<file path="config.mk">
export PLATFORM = sky130hd
export DESIGN_NAME = p2s_serializer_mc_flat
export DESIGN_NICKNAME = d
export VERILOG_FILES = /design/src/rtl/p2s_serializer_mc_pkg.sv /design/src/rtl/p2s_serializer_mc_if.sv /design/src/rtl/p2s_serializer_mc_lane.sv /design/src/rtl/p2s_serializer_mc.sv /design/src/flat_wrapper.sv
export SDC_FILE = /design/constraint.sdc
export NUM_CORES = 1
export LEC_CHECK = 0
export CAP_MARGIN = 20
export CORE_MARGIN = 3
export CORE_UTILIZATION = 30
export CTS_BUF_LIST = sky130_fd_sc_hd__clkbuf_4 sky130_fd_sc_hd__clkbuf_8
export DETAILED_ROUTE_END_ITERATION = 10
export GPL_ROUTABILITY_DRIVEN = 0
export GPL_TIMING_DRIVEN = 1
export MAX_ROUTING_LAYER = met4
export SLEW_MARGIN = 30
export SYNTH_ARGS = -nofsm -noshare
export SYNTH_HDL_FRONTEND = slang
export SYNTH_SLANG_ARGS = --single-unit
</file>
<file path="constraint.sdc">
create_clock -name clk -period 4.2 [get_ports clk]
set_input_delay 0.84 -clock clk [delete_from_list [all_inputs] [get_ports clk]]
set_output_delay 0.84 -clock clk [all_outputs]
set_load 0.05 [all_outputs]
</file>
<file path="src/rtl/p2s_serializer_mc_pkg.sv">
// p2s_pkg: shared types and helpers for the multi-lane P2S serializer.
// Contents: FSM state enum, frame width derivation, default fill word.
// Build option: P2S_PARITY_EN appends an even-parity bit to every frame.
package p2s_pkg;

    typedef enum logic {
        SYNC   = 1'b0,
        ACTIVE = 1'b1
    } state_e;

    localparam logic [7:0] DEFAULT_IDLE_WORD = 8'hBC;

    // Serial bits per frame: payload, plus one parity bit when enabled.
    function automatic int frame_w(input int data_w);
`ifdef P2S_PARITY_EN
        return data_w + 1;
`else
        return data_w;
`endif
    endfunction

endpackage

</file>
<file path="src/rtl/p2s_serializer_mc_if.sv">
// p2s_serializer_mc_if: parallel input handshake and serial lane outputs.
// Signals:
//   in_data     NUM_CH*DATA_W  lane k word at [k*DATA_W +: DATA_W]
//   in_valid    NUM_CH         per-lane word valid
//   in_ready    NUM_CH         per-lane ready (transfer on valid & ready)
//   ser_out     NUM_CH         serial bit per lane, MSB first
//   frame_start 1              high during bit 0 of every frame
//   idle_frame  NUM_CH         lane is sending the fill word this frame
//   sync_done   1              serializer has left the sync phase
// Modports: master = data source / lane consumer, slave = serializer.
interface p2s_serializer_mc_if #(
    parameter int NUM_CH = 2,
    parameter int DATA_W = 8
);
    logic [NUM_CH*DATA_W-1:0] in_data;
    logic [NUM_CH-1:0]        in_valid;
    logic [NUM_CH-1:0]        in_ready;
    logic [NUM_CH-1:0]        ser_out;
    logic                     frame_start;
    logic [NUM_CH-1:0]        idle_frame;
    logic                     sync_done;

    modport master (
        output in_data, in_valid,
        input  in_ready, ser_out, frame_start, idle_frame, sync_done
    );

    modport slave (
        input  in_data, in_valid,
        output in_ready, ser_out, frame_start, idle_frame, sync_done
    );
endinterface

</file>
<file path="src/rtl/p2s_serializer_mc_lane.sv">
// p2s_lane: one serial lane, a 1-entry holding buffer feeding a shift register.
// Ports:
//   clk, reset   clock and asynchronous active-high reset
//   load         frame boundary: shift register reloads this cycle
//   active_d     next-cycle FSM state is ACTIVE
//   in_data/in_valid/in_ready  word handshake for this lane
//   ser_out      MSB of the shift register
//   idle_frame   current frame carries the fill word
// Build option: P2S_PARITY_EN appends ^word as the last frame bit.
module p2s_lane
    import p2s_pkg::*;
#(
    parameter int                DATA_W    = 8,
    parameter logic [DATA_W-1:0] IDLE_WORD = DATA_W'(DEFAULT_IDLE_WORD),
    parameter int                FRAME_W   = frame_w(DATA_W)
) (
    input  logic              clk,
    input  logic              reset,
    input  logic              load,
    input  logic              active_d,
    input  logic [DATA_W-1:0] in_data,
    input  logic              in_valid,
    output logic              in_ready,
    output logic              ser_out,
    output logic              idle_frame
);

    function automatic logic [FRAME_W-1:0] to_frame(input logic [DATA_W-1:0] w);
`ifdef P2S_PARITY_EN
        return {w, ^w};
`else
        return w;
`endif
    endfunction

    logic [DATA_W-1:0]  hb_q, hb_d;
    logic               hb_full_q, hb_full_d;
    logic [FRAME_W-1:0] sr_q, sr_d;
    logic               idle_frame_q, idle_frame_d;
    logic               in_ready_q, in_ready_d;
    logic               accept;

    assign accept = in_valid && in_ready_q;

    always_comb begin
        hb_d         = hb_q;
        hb_full_d    = hb_full_q;
        sr_d         = sr_q;
        idle_frame_d = idle_frame_q;

        if (load) begin
            if (hb_full_q) begin
                sr_d         = to_frame(hb_q);
                idle_frame_d = 1'b0;
                hb_full_d    = 1'b0;
            end else begin
                sr_d         = to_frame(IDLE_WORD);
                idle_frame_d = 1'b1;
            end
        end else begin
            sr_d = sr_q << 1;
        end

        // Applied after the drain so a same-edge accept refills hb.
        if (accept) begin
            hb_d      = in_data;
            hb_full_d = 1'b1;
        end

        // Built from next-state values so ready never exposes a full buffer.
        in_ready_d = active_d && !hb_full_d;
    end

    always_ff @(posedge clk or posedge reset) begin
        if (reset) begin
            hb_q         <= '0;
            hb_full_q    <= 1'b0;
            sr_q         <= '0;
            idle_frame_q <= 1'b0;
            in_ready_q   <= 1'b0;
        end else begin
            hb_q         <= hb_d;
            hb_full_q    <= hb_full_d;
            sr_q         <= sr_d;
            idle_frame_q <= idle_frame_d;
            in_ready_q   <= in_ready_d;
        end
    end

    assign ser_out    = sr_q[FRAME_W-1];
    assign idle_frame = idle_frame_q;
    assign in_ready   = in_ready_q;

endmodule

</file>
<file path="src/rtl/p2s_serializer_mc.sv">
// p2s_serializer_mc: NUM_CH-lane frame-aligned parallel-to-serial converter.
// Ports:
//   clk    single clock, posedge
//   reset  asynchronous active-high reset
//   bus    p2s_serializer_mc_if.slave (handshake in, serial lanes out)
// Build option: P2S_PARITY_EN makes frames DATA_W+1 bits with even parity.
//
// state  | meaning
// SYNC   | sending SYNC_FRAMES fill frames, inputs ignored
// ACTIVE | accepting words; held until reset
module p2s_serializer_mc
    import p2s_pkg::*;
#(
    parameter int                NUM_CH      = 2,
    parameter int                DATA_W      = 8,
    parameter logic [DATA_W-1:0] IDLE_WORD   = DATA_W'(DEFAULT_IDLE_WORD),
    parameter int                SYNC_FRAMES = 4
) (
    input logic                clk,
    input logic                reset,
    p2s_serializer_mc_if.slave bus
);

    localparam int FRAME_W = frame_w(DATA_W);
    localparam int CNT_W   = $clog2(FRAME_W);
    localparam int SYNC_W  = (SYNC_FRAMES > 1) ? $clog2(SYNC_FRAMES) : 1;

    state_e            state_q, state_d;
    logic [CNT_W-1:0]  cnt_q, cnt_d;
    logic [SYNC_W-1:0] sync_cnt_q, sync_cnt_d;
    logic              started_q, started_d;
    logic              frame_start_q, frame_start_d;
    logic              sync_done_q, sync_done_d;
    logic              boundary;
    logic              load;

    logic [NUM_CH-1:0] ready_vec;
    logic [NUM_CH-1:0] ser_vec;
    logic [NUM_CH-1:0] idle_vec;

    always_comb begin
        // The first edge out of reset loads the fill word without advancing cnt.
        started_d  = 1'b1;
        boundary   = started_q && (cnt_q == CNT_W'(FRAME_W - 1));
        load       = !started_q || boundary;
        cnt_d      = load ? '0 : cnt_q + CNT_W'(1);
        state_d    = state_q;
        sync_cnt_d = sync_cnt_q;

        if (state_q == SYNC && boundary) begin
            if (sync_cnt_q == SYNC_W'(SYNC_FRAMES - 1)) begin
                state_d = ACTIVE;
            end else begin
                sync_cnt_d = sync_cnt_q + SYNC_W'(1);
            end
        end

        frame_start_d = load;
        sync_done_d   = (state_d == ACTIVE);
    end

    always_ff @(posedge clk or posedge reset) begin
        if (reset) begin
            state_q       <= SYNC;
            cnt_q         <= '0;
            sync_cnt_q    <= '0;
            started_q     <= 1'b0;
            frame_start_q <= 1'b0;
            sync_done_q   <= 1'b0;
        end else begin
            state_q       <= state_d;
            cnt_q         <= cnt_d;
            sync_cnt_q    <= sync_cnt_d;
            started_q     <= started_d;
            frame_start_q <= frame_start_d;
            sync_done_q   <= sync_done_d;
        end
    end

    for (genvar k = 0; k < NUM_CH; k++) begin : g_lane
        p2s_lane #(
            .DATA_W   (DATA_W),
            .IDLE_WORD(IDLE_WORD),
            .FRAME_W  (FRAME_W)
        ) u_lane (
            .clk       (clk),
            .reset     (reset),
            .load      (load),
            .active_d  (state_d == ACTIVE),
            .in_data   (bus.in_data[k*DATA_W +: DATA_W]),
            .in_valid  (bus.in_valid[k]),
            .in_ready  (ready_vec[k]),
            .ser_out   (ser_vec[k]),
            .idle_frame(idle_vec[k])
        );
    end

    assign bus.in_ready    = ready_vec;
    assign bus.ser_out     = ser_vec;
    assign bus.idle_frame  = idle_vec;
    assign bus.frame_start = frame_start_q;
    assign bus.sync_done   = sync_done_q;

endmodule
</file>
<file path="src/flat_wrapper.sv">
// flat-port wrapper written by rule: the top's interface ports become plain ports
module p2s_serializer_mc_flat import p2s_pkg::*;
#(
    parameter int                NUM_CH      = 2,
    parameter int                DATA_W      = 8,
    parameter logic [DATA_W-1:0] IDLE_WORD   = DATA_W'(DEFAULT_IDLE_WORD),
    parameter int                SYNC_FRAMES = 4
)
  (clk, reset, bus_in_data, bus_in_valid, bus_in_ready, bus_ser_out, bus_frame_start, bus_idle_frame, bus_sync_done);
  p2s_serializer_mc_if #(.NUM_CH(NUM_CH), .DATA_W(DATA_W)) bus_i ();
  input logic clk;
  input logic reset;
  input wire logic [$bits(bus_i.in_data)-1:0] bus_in_data;
  input wire logic [$bits(bus_i.in_valid)-1:0] bus_in_valid;
  output wire logic [$bits(bus_i.in_ready)-1:0] bus_in_ready;
  output wire logic [$bits(bus_i.ser_out)-1:0] bus_ser_out;
  output wire logic [$bits(bus_i.frame_start)-1:0] bus_frame_start;
  output wire logic [$bits(bus_i.idle_frame)-1:0] bus_idle_frame;
  output wire logic [$bits(bus_i.sync_done)-1:0] bus_sync_done;
  assign bus_i.in_data = bus_in_data;
  assign bus_i.in_valid = bus_in_valid;
  assign bus_in_ready = bus_i.in_ready;
  assign bus_ser_out = bus_i.ser_out;
  assign bus_frame_start = bus_i.frame_start;
  assign bus_idle_frame = bus_i.idle_frame;
  assign bus_sync_done = bus_i.sync_done;
  p2s_serializer_mc #(.NUM_CH(NUM_CH), .DATA_W(DATA_W), .IDLE_WORD(IDLE_WORD), .SYNC_FRAMES(SYNC_FRAMES)) u_core (.clk(clk), .reset(reset), .bus(bus_i));
endmodule
</file>
# Word-level counts from Yosys, hierarchy flattened
# Index checks and enable logic that the tools add are counted.
# totals
output_inout_bits	8
elab_cells	45
reg_bits	46
in_bits	20
# classes
eq_ne	2
n_addsub	2
bitwise_logic	2
n_mux	13
reduce_logical	11
# op_table
op	n
$mux W8	4
$mux W1	8
$logic_and A1 B1 Y1	6
$add A3 B1 Y3 const B	1
$eq A3 B3 Y1 const B	1
$logic_not A1 Y1	3
$mux W3	1
$add A2 B1 Y2 const B	1
$eq A2 B2 Y1 const B	1
$not A1 Y1	2
$reduce_and A2 Y1	1
$logic_or A1 B1 Y1	1

# Depth between registers and ports, before layout
# Gate-level depths: netlist of the first run.
# depth
word_depth	7
depth_mapped	7
depth_no_buf	5

# Hierarchy
# Synthesis of the first run repeated with hierarchy kept, for this count alone.
# hier_totals
cells_unflattened	137
area_unflattened_um2	1855.5
# modules_own_cells
module	cells_per_inst	instances	area_per_inst_um2	seq_area_each_um2
p2s_lane	57	2	768.2	475.5
p2s_serializer_mc	23	1	319.1	200.2

# Worst setup path after synthesis of the first run
# No wires, ideal clock.
# synth_timing
kind	register to register
startpoint	register u_core.cnt_q[0]
endpoint	register u_core.g_lane[0].u_lane.idle_frame_q
setup_slack_ps	2522
arrival_ps	1553
n_path_buf	2
period_less_slack_ps	1678
stages_incl_launch_ff	8
required_time_ps	4075
path_cell_list	dfrtp_1 -> ha_1 -> ha_1 -> and2b_1 -> buf_6 -> inv_4 -> buf_6 -> mux2_4
# synth_between
elab_chain_cells	3
# synth_rtl
item	line_no	text
from (decl)	p2s_serializer_mc.sv:29	logic [CNT_W-1:0] cnt_q, cnt_d;
from (signal assigned)	p2s_serializer_mc.sv:72	cnt_q <= cnt_d;
$eq A3 B3 Y1	p2s_serializer_mc.sv:44	boundary = started_q && (cnt_q == CNT_W'(FRAME_W - 1));
$logic_and A1 B1 Y1	p2s_serializer_mc.sv:44	
$logic_or A1 B1 Y1	p2s_serializer_mc.sv:45	load = !started_q || boundary;
net u_core.frame_start_d	p2s_serializer_mc.sv:32	logic frame_start_q, frame_start_d;
to (signal assigned)	p2s_serializer_mc_lane.sv:85	idle_frame_q <= idle_frame_d;
to (decl)	p2s_serializer_mc_lane.sv:39	logic idle_frame_q, idle_frame_d;
# The timed path passes the listed nets, and every way through them passes these cells.
# A chain may end at the register's enable or synchronous reset.

# Final worst setup path of the first run
# layout_timing
startpoint	register u_core.g_lane[1].u_lane.in_ready_q
endpoint	output bus_in_ready[1]
# layout_rtl
item	line_no	text
from (decl)	p2s_serializer_mc_lane.sv:40	logic in_ready_q, in_ready_d;
from (signal assigned)	p2s_serializer_mc_lane.sv:86	in_ready_q <= in_ready_d;
to (decl)	flat_wrapper.sv:15	output wire logic [$bits(bus_i.in_ready)-1:0] bus_in_ready;
# No word-level cell between the ends.

==> flow_metrics.tcl, run 1 <==
set metrics [dict create \
    status "completed" \
    final_cell_mix "dfrtp_1 (46), clkdlybuf4s50_1 (27), mux2_2 (25)" \
    start_util 0.312 \
    via_per_inst 4.35 \
    finalClockSkew_ns 0.00357 \
    layout_commonest_cell "dfrtp_1" \
    cpMaxStageDelayCell "clkdlybuf4s50_1" \
    drv_slew 0 \
    grt_max_degree 47 \
    cp.depth 1 \
    ys_ff_latch 46 \
    p_leak_nw 0.989 \
    grt_use_total 0.104 \
    cap_violations 0 \
    grt_overflow 0 \
    worst_pin_slew_ns 0.767 \
    setup_viol 0 \
    netlist.area_leader.share 0.620 \
    die_w_um 84.7 \
    dieHeight_um 84.7 \
    dr_wl_met3_um 149 \
    wl_met1_um 1460 \
    max_stage_delay_ns 0.82 \
    drtIter0Drc 58 \
    yosys_warnings 0 \
    portBuffers 27 \
    avgSynthCellArea_um2 14.2 \
    timing.critical_path.buf_inv 1 \
    drive_gt1_frac 0.256 \
    grt_pass1_vias 1156 \
    setup_slack_ns 1.85 \
    synthTopCellsByArea "dfrtp_1 (62%), mux2_2 (15%), nand2b_1 (3.4%)" \
    worst-path-max-fanout 3 \
    worstPathCellList "clkdlybuf4s50_1" \
    num_antenna_cells 0 \
    setup_tns_ns 0 \
    cts_tree "done" \
    synth_cell_types 22 \
    cts.clk_slew.worst_paths_ns 0.08 \
    worstSkewPairLatency_ns 0.29 \
    hold_ws_ns 0.445 \
    rows 28 \
    worstPathArrival_ns 1.51 \
    dpl.hpwl_um 2190 \
    cts_buffers 5 \
    hold_class "flip-flop to flip-flop" \
    hold_buffers 0 \
    die_area_um2 7170 \
    hold_viol 0 \
    cp_top_family "buffers and inverters" \
    power_density_nw_per_um2 362 \
    nets 178 \
    min_path_cells 1 \
    cts_max_level 2 \
    rsz0062_at_grt "false" \
    cts-root-buf "clkbuf_8" \
    synth_area_um2 1860 \
    timing.final.crit_period_ns 2.35 \
    placed_area_um2 2150 \
    clock-sinks 46 \
    critPathKind "flip-flop to output port" \
    grt_antenna_before_repair 0 \
    r2r_cells 5 \
    area_delta_synth_final_pct 20.8 \
    coreArea_um2 5960 \
    synth_area_leader_cell "dfrtp_1" \
    critPathCaptureType "output port" \
    postRouteAntennaNets 0 \
    clk_path_buf_depth 2 \
    grt_pass1_wl_um 5590 \
    vdd_ir_drop_max_mv 0.166 \
    cts_resized 0 \
    fmax_mhz 426 \
    yosysSeqAreaShare 0.620 \
    met2_length_um 1470 \
    dp_slack_ns 2.10 \
    io-pin-count 28 \
    syn_inst 131 \
    max_slew_margin 0.488 \
    syn_nets 154 \
    routed_wl_um 3170 \
    cp.required_ns 3.36 \
    num_vias 1006 \
    wire_per_inst_um 13.7 \
    post_cts_buffers 0 \
    firstDrtPassIters 4 \
    min_period_over_period 0.558 \
    highest_layer "met4" \
    drc_errors 0 \
    stdcell_area_um2 2240 \
    start_kind "flip-flop" \
]
==> layer usage <==
layer,global-route usage,vias up
li1,-,482
met1,0.127,493
met2,0.154,24
met3,0.0236,7
met4,0.0647,0
met5,-,-
==> metrics by stage <==
stage	util	std cells	power, mW
after global placement	0.360	223	0.540
after detailed placement	0.360	223	0.544
final	0.376	231	0.811
after global routing	0.376	231	0.851
after CTS	0.376	231	0.825
after floorplan	-	131	0.516
==> registers in the layout, indices dropped and copies added, names as in the netlist <==
| signal | count |
|---|---|
| u_core.g_lane.u_lane.sr_q | 16 |
| u_core.state_q | 1 |
| u_core.g_lane.u_lane.in_ready | 2 |
| u_core.g_lane.u_lane.hb_full_q | 2 |
| u_core.bus.frame_start | 1 |
| u_core.g_lane.u_lane.hb_q | 16 |
| u_core.started_q | 1 |
| u_core.sync_cnt_q | 2 |
| u_core.g_lane.u_lane.idle_frame | 2 |
| u_core.cnt_q | 3 |
==> cell usage after synthesis <==
| cell type | n |
|---|---|
| dfrtp_1 | 46 |
| mux2_2 | 25 |
| nand2b_1 | 10 |
| buf_4 | 6 |
| nand2_1 | 6 |
| o21ai_0 | 6 |
| inv_1 | 4 |
| mux2_4 | 4 |
| nand3b_1 | 4 |
| ha_1 | 3 |
| a221oi_1 | 2 |
| and2_1 | 2 |
| and3_1 | 2 |
| buf_1 | 2 |
| buf_6 | 2 |
| a31oi_1 | 1 |
| and2b_1 | 1 |
| and4bb_2 | 1 |
| conb_1 | 1 |
| inv_4 | 1 |
| nor2_1 | 1 |
| xor2_1 | 1 |
==> cells by family after synthesis <==
kind of cell             share of synthesized area
AO/OA/AOI/OAI                               0.0290
adder cells (fa/ha/maj)                     0.0202
flip-flops                                   0.620
other                                      0.00202
buffers and inverters                       0.0519
XOR/XNOR                                   0.00472
AND/OR/NAND/NOR                             0.0883
multiplexers                                 0.184
==> path summary, 6_finish.rpt <==
check	start	to	slack, ns
worst max-delay path	u_core.g_lane[1].u_lane.in_ready	bus_in_ready[1]	1.85
worst min-delay path	u_core.cnt_q[0]	u_core.cnt_q[0]	0.44
worst max register to register	u_core.cnt_q[0]	u_core.g_lane[1].u_lane.idle_frame	2.35
worst min register to register	u_core.cnt_q[0]	u_core.cnt_q[0]	0.44
max in group asynchronous	reset	u_core.state_q	2.75
min in group asynchronous	reset	u_core.g_lane[1].u_lane.hb_q[7]	0.98
==> power by group <==
group	switching, mW	internal [mW]
clock network	0.139	0.139
logic	0.0287	0.0350
registers	0.00840	0.461
total	0.176	0.635
==> area by class of cell <==
class | count | area (um^2)
clock buffer | 7 | 90.1
clock inverter | 1 | 5.00
fill | 568 | 3710
inverter | 5 | 22.5
multi-input combinational | 70 | 609
sequential | 46 | 1150
tap | 75 | 93.8
timing repair buffer | 27 | 270
No activity file was read; power rests on OpenSTA's default activity.
==> run 2, diff against run 1 <==
==> constraint.sdc (replaced) <==
create_clock -name clk -period 1.9 [get_ports clk]
set_input_delay 0.38 -clock clk [delete_from_list [all_inputs] [get_ports clk]]
set_output_delay 0.38 -clock clk [all_outputs]
set_load 0.05 [all_outputs]
==> flow_metrics.tcl, run 2 (synthesis gave the netlist of run 1 again) <==
set metrics [dict create \
    worstPathArrival_ns 1.42 \
    grt_max_degree 47 \
    cap_violations 0 \
    worstPathCellList "clkdlybuf4s50_1" \
    seq_area_um2 1150 \
    setup_tns_ns 0 \
    dieHeight_um 84.7 \
    rsz0062_at_grt "false" \
    timing.critical_path.buf_inv 1 \
    dpl.hpwl_um 2110 \
    final_cell_mix "dfrtp_1 (46), mux2_2 (25), clkdlybuf4s50_1 (21)" \
    firstDrtPassIters 4 \
    hold_buffers 0 \
    grt_use_total 0.0956 \
    coreArea_um2 5960 \
    finalClockSkew_ns 0.00402 \
    clock-sinks 46 \
    post_cts_buffers 0 \
    p_leak_nw 1.02 \
    layout_commonest_cell "dfrtp_1" \
    drtIter0Drc 47 \
    grt_pass1_wl_um 5170 \
    status "completed" \
    fmax_mhz 556 \
    die_w_um 84.7 \
    grt_pass1_vias 1097 \
    critPathCaptureType "output port" \
    vdd_ir_drop_max_mv 0.321 \
    portBuffers 27 \
    area_delta_synth_final_pct 22.2 \
    rows 28 \
    routed_wl_um 3010 \
    worstSkewPairLatency_ns 0.29 \
    timing.final.crit_period_ns 1.80 \
    io-pin-count 28 \
    cts_buffers 5 \
    setup_slack_ns 0.100 \
    grt_antenna_before_repair 0 \
    cts_tree "done" \
    drc_errors 0 \
    drv_slew 0 \
    worst-path-max-fanout 1 \
    fillers 599 \
    critPathKind "flip-flop to output port" \
    max_stage_delay_ns 0.80 \
    hold_viol 0 \
    start_kind "flip-flop" \
    grt_overflow 0 \
    multi_input_area_um2 609 \
    setup_viol 0 \
    die_area_um2 7170 \
    reg_top3 "u_core.g_lane.u_lane.hb_q x16, u_core.g_lane.u_lane.sr_q x16, u_core.cnt_q x3" \
    min_period_over_period 0.947 \
    clk_path_buf_depth 2 \
    cpMaxStageDelayCell "clkdlybuf4s50_1" \
    power_density_nw_per_um2 816 \
    final_util 0.381 \
    cts_max_level 2 \
    hold_ws_ns 0.427 \
    postRouteAntennaNets 0 \
    start_util 0.312 \
    drive_gt1_frac 0.304 \
    cts.clk_slew.worst_paths_ns 0.08 \
    cts-root-buf "clkbuf_8" \
    num_antenna_cells 0 \
    hold_class "input port to async pin" \
    dp_slack_ns 0.242 \
    wire_per_inst_um 12.9 \
    cts_resized 0 \
    via_per_inst 4.34 \
    nets 180 \
    num_vias 1011 \
    cp.required_ns 1.52 \
    cp_top_family "buffers and inverters" \
]
==> run 2: changes by cell type in the layout (fill, tap and decap cells not counted) <==
cell and change:
buf_12 +1, clkinv_2 -2, clkdlybuf4s50_1 -6, clkbuf_8 +2, buf_4 +7, clkbuf_4 -1
inv_2 +1
==> run 2: final timing paths <==
path	start	endpoint	slack, ns	cells past startpoint
max in group asynchronous	reset	u_core.bus.frame_start	1.25	3
setup reg to reg	u_core.cnt_q[0]	u_core.g_lane[1].u_lane.sr_q[3]	0.25	5
hold / removal	reset	u_core.sync_cnt_q[0]	0.43	3
hold reg to reg	u_core.cnt_q[0]	u_core.cnt_q[0]	0.44	1
setup / recovery	u_core.g_lane[1].u_lane.sr_q[7]	bus_ser_out[1]	0.10	1
min in group clk	u_core.cnt_q[0]	u_core.cnt_q[0]	0.44	1
==> run 2: area by class of cell <==
class	count	share of cell area
timing repair buffer	29	0.125
multi-input combinational	70	0.269
sequential	46	0.507
inverter	5	0.00938
tap	75	0.0414
clock buffer	8	0.0485
==> run 2: routing by layer <==
metal	vias to the layer above	track usage	share of wire
li1	483	-	-
met1	496	0.116	0.45
met2	26	0.144	0.47
met3	6	0.0324	0.055
met4	0	0.0432	0.024
met5	-	-	0
==> run 2: per-stage QoR <==
stage | instances | area (um^2) | total power, mW
after floorplan | 131 | 1860 | 1.14
after global placement | 225 | 2160 | 1.20
after detailed placement | 225 | 2160 | 1.21
after CTS | 233 | 2270 | 1.89
after global routing | 233 | 2270 | 1.94
final | 233 | 2270 | 1.85
==> run 2: power breakdown <==
group	leakage (nW)	internal (mW)	switching [mW]
combinational	0.392	0.0822	0.0626
sequential	0.565	1.02	0.0188
clock	0.0575	0.367	0.302
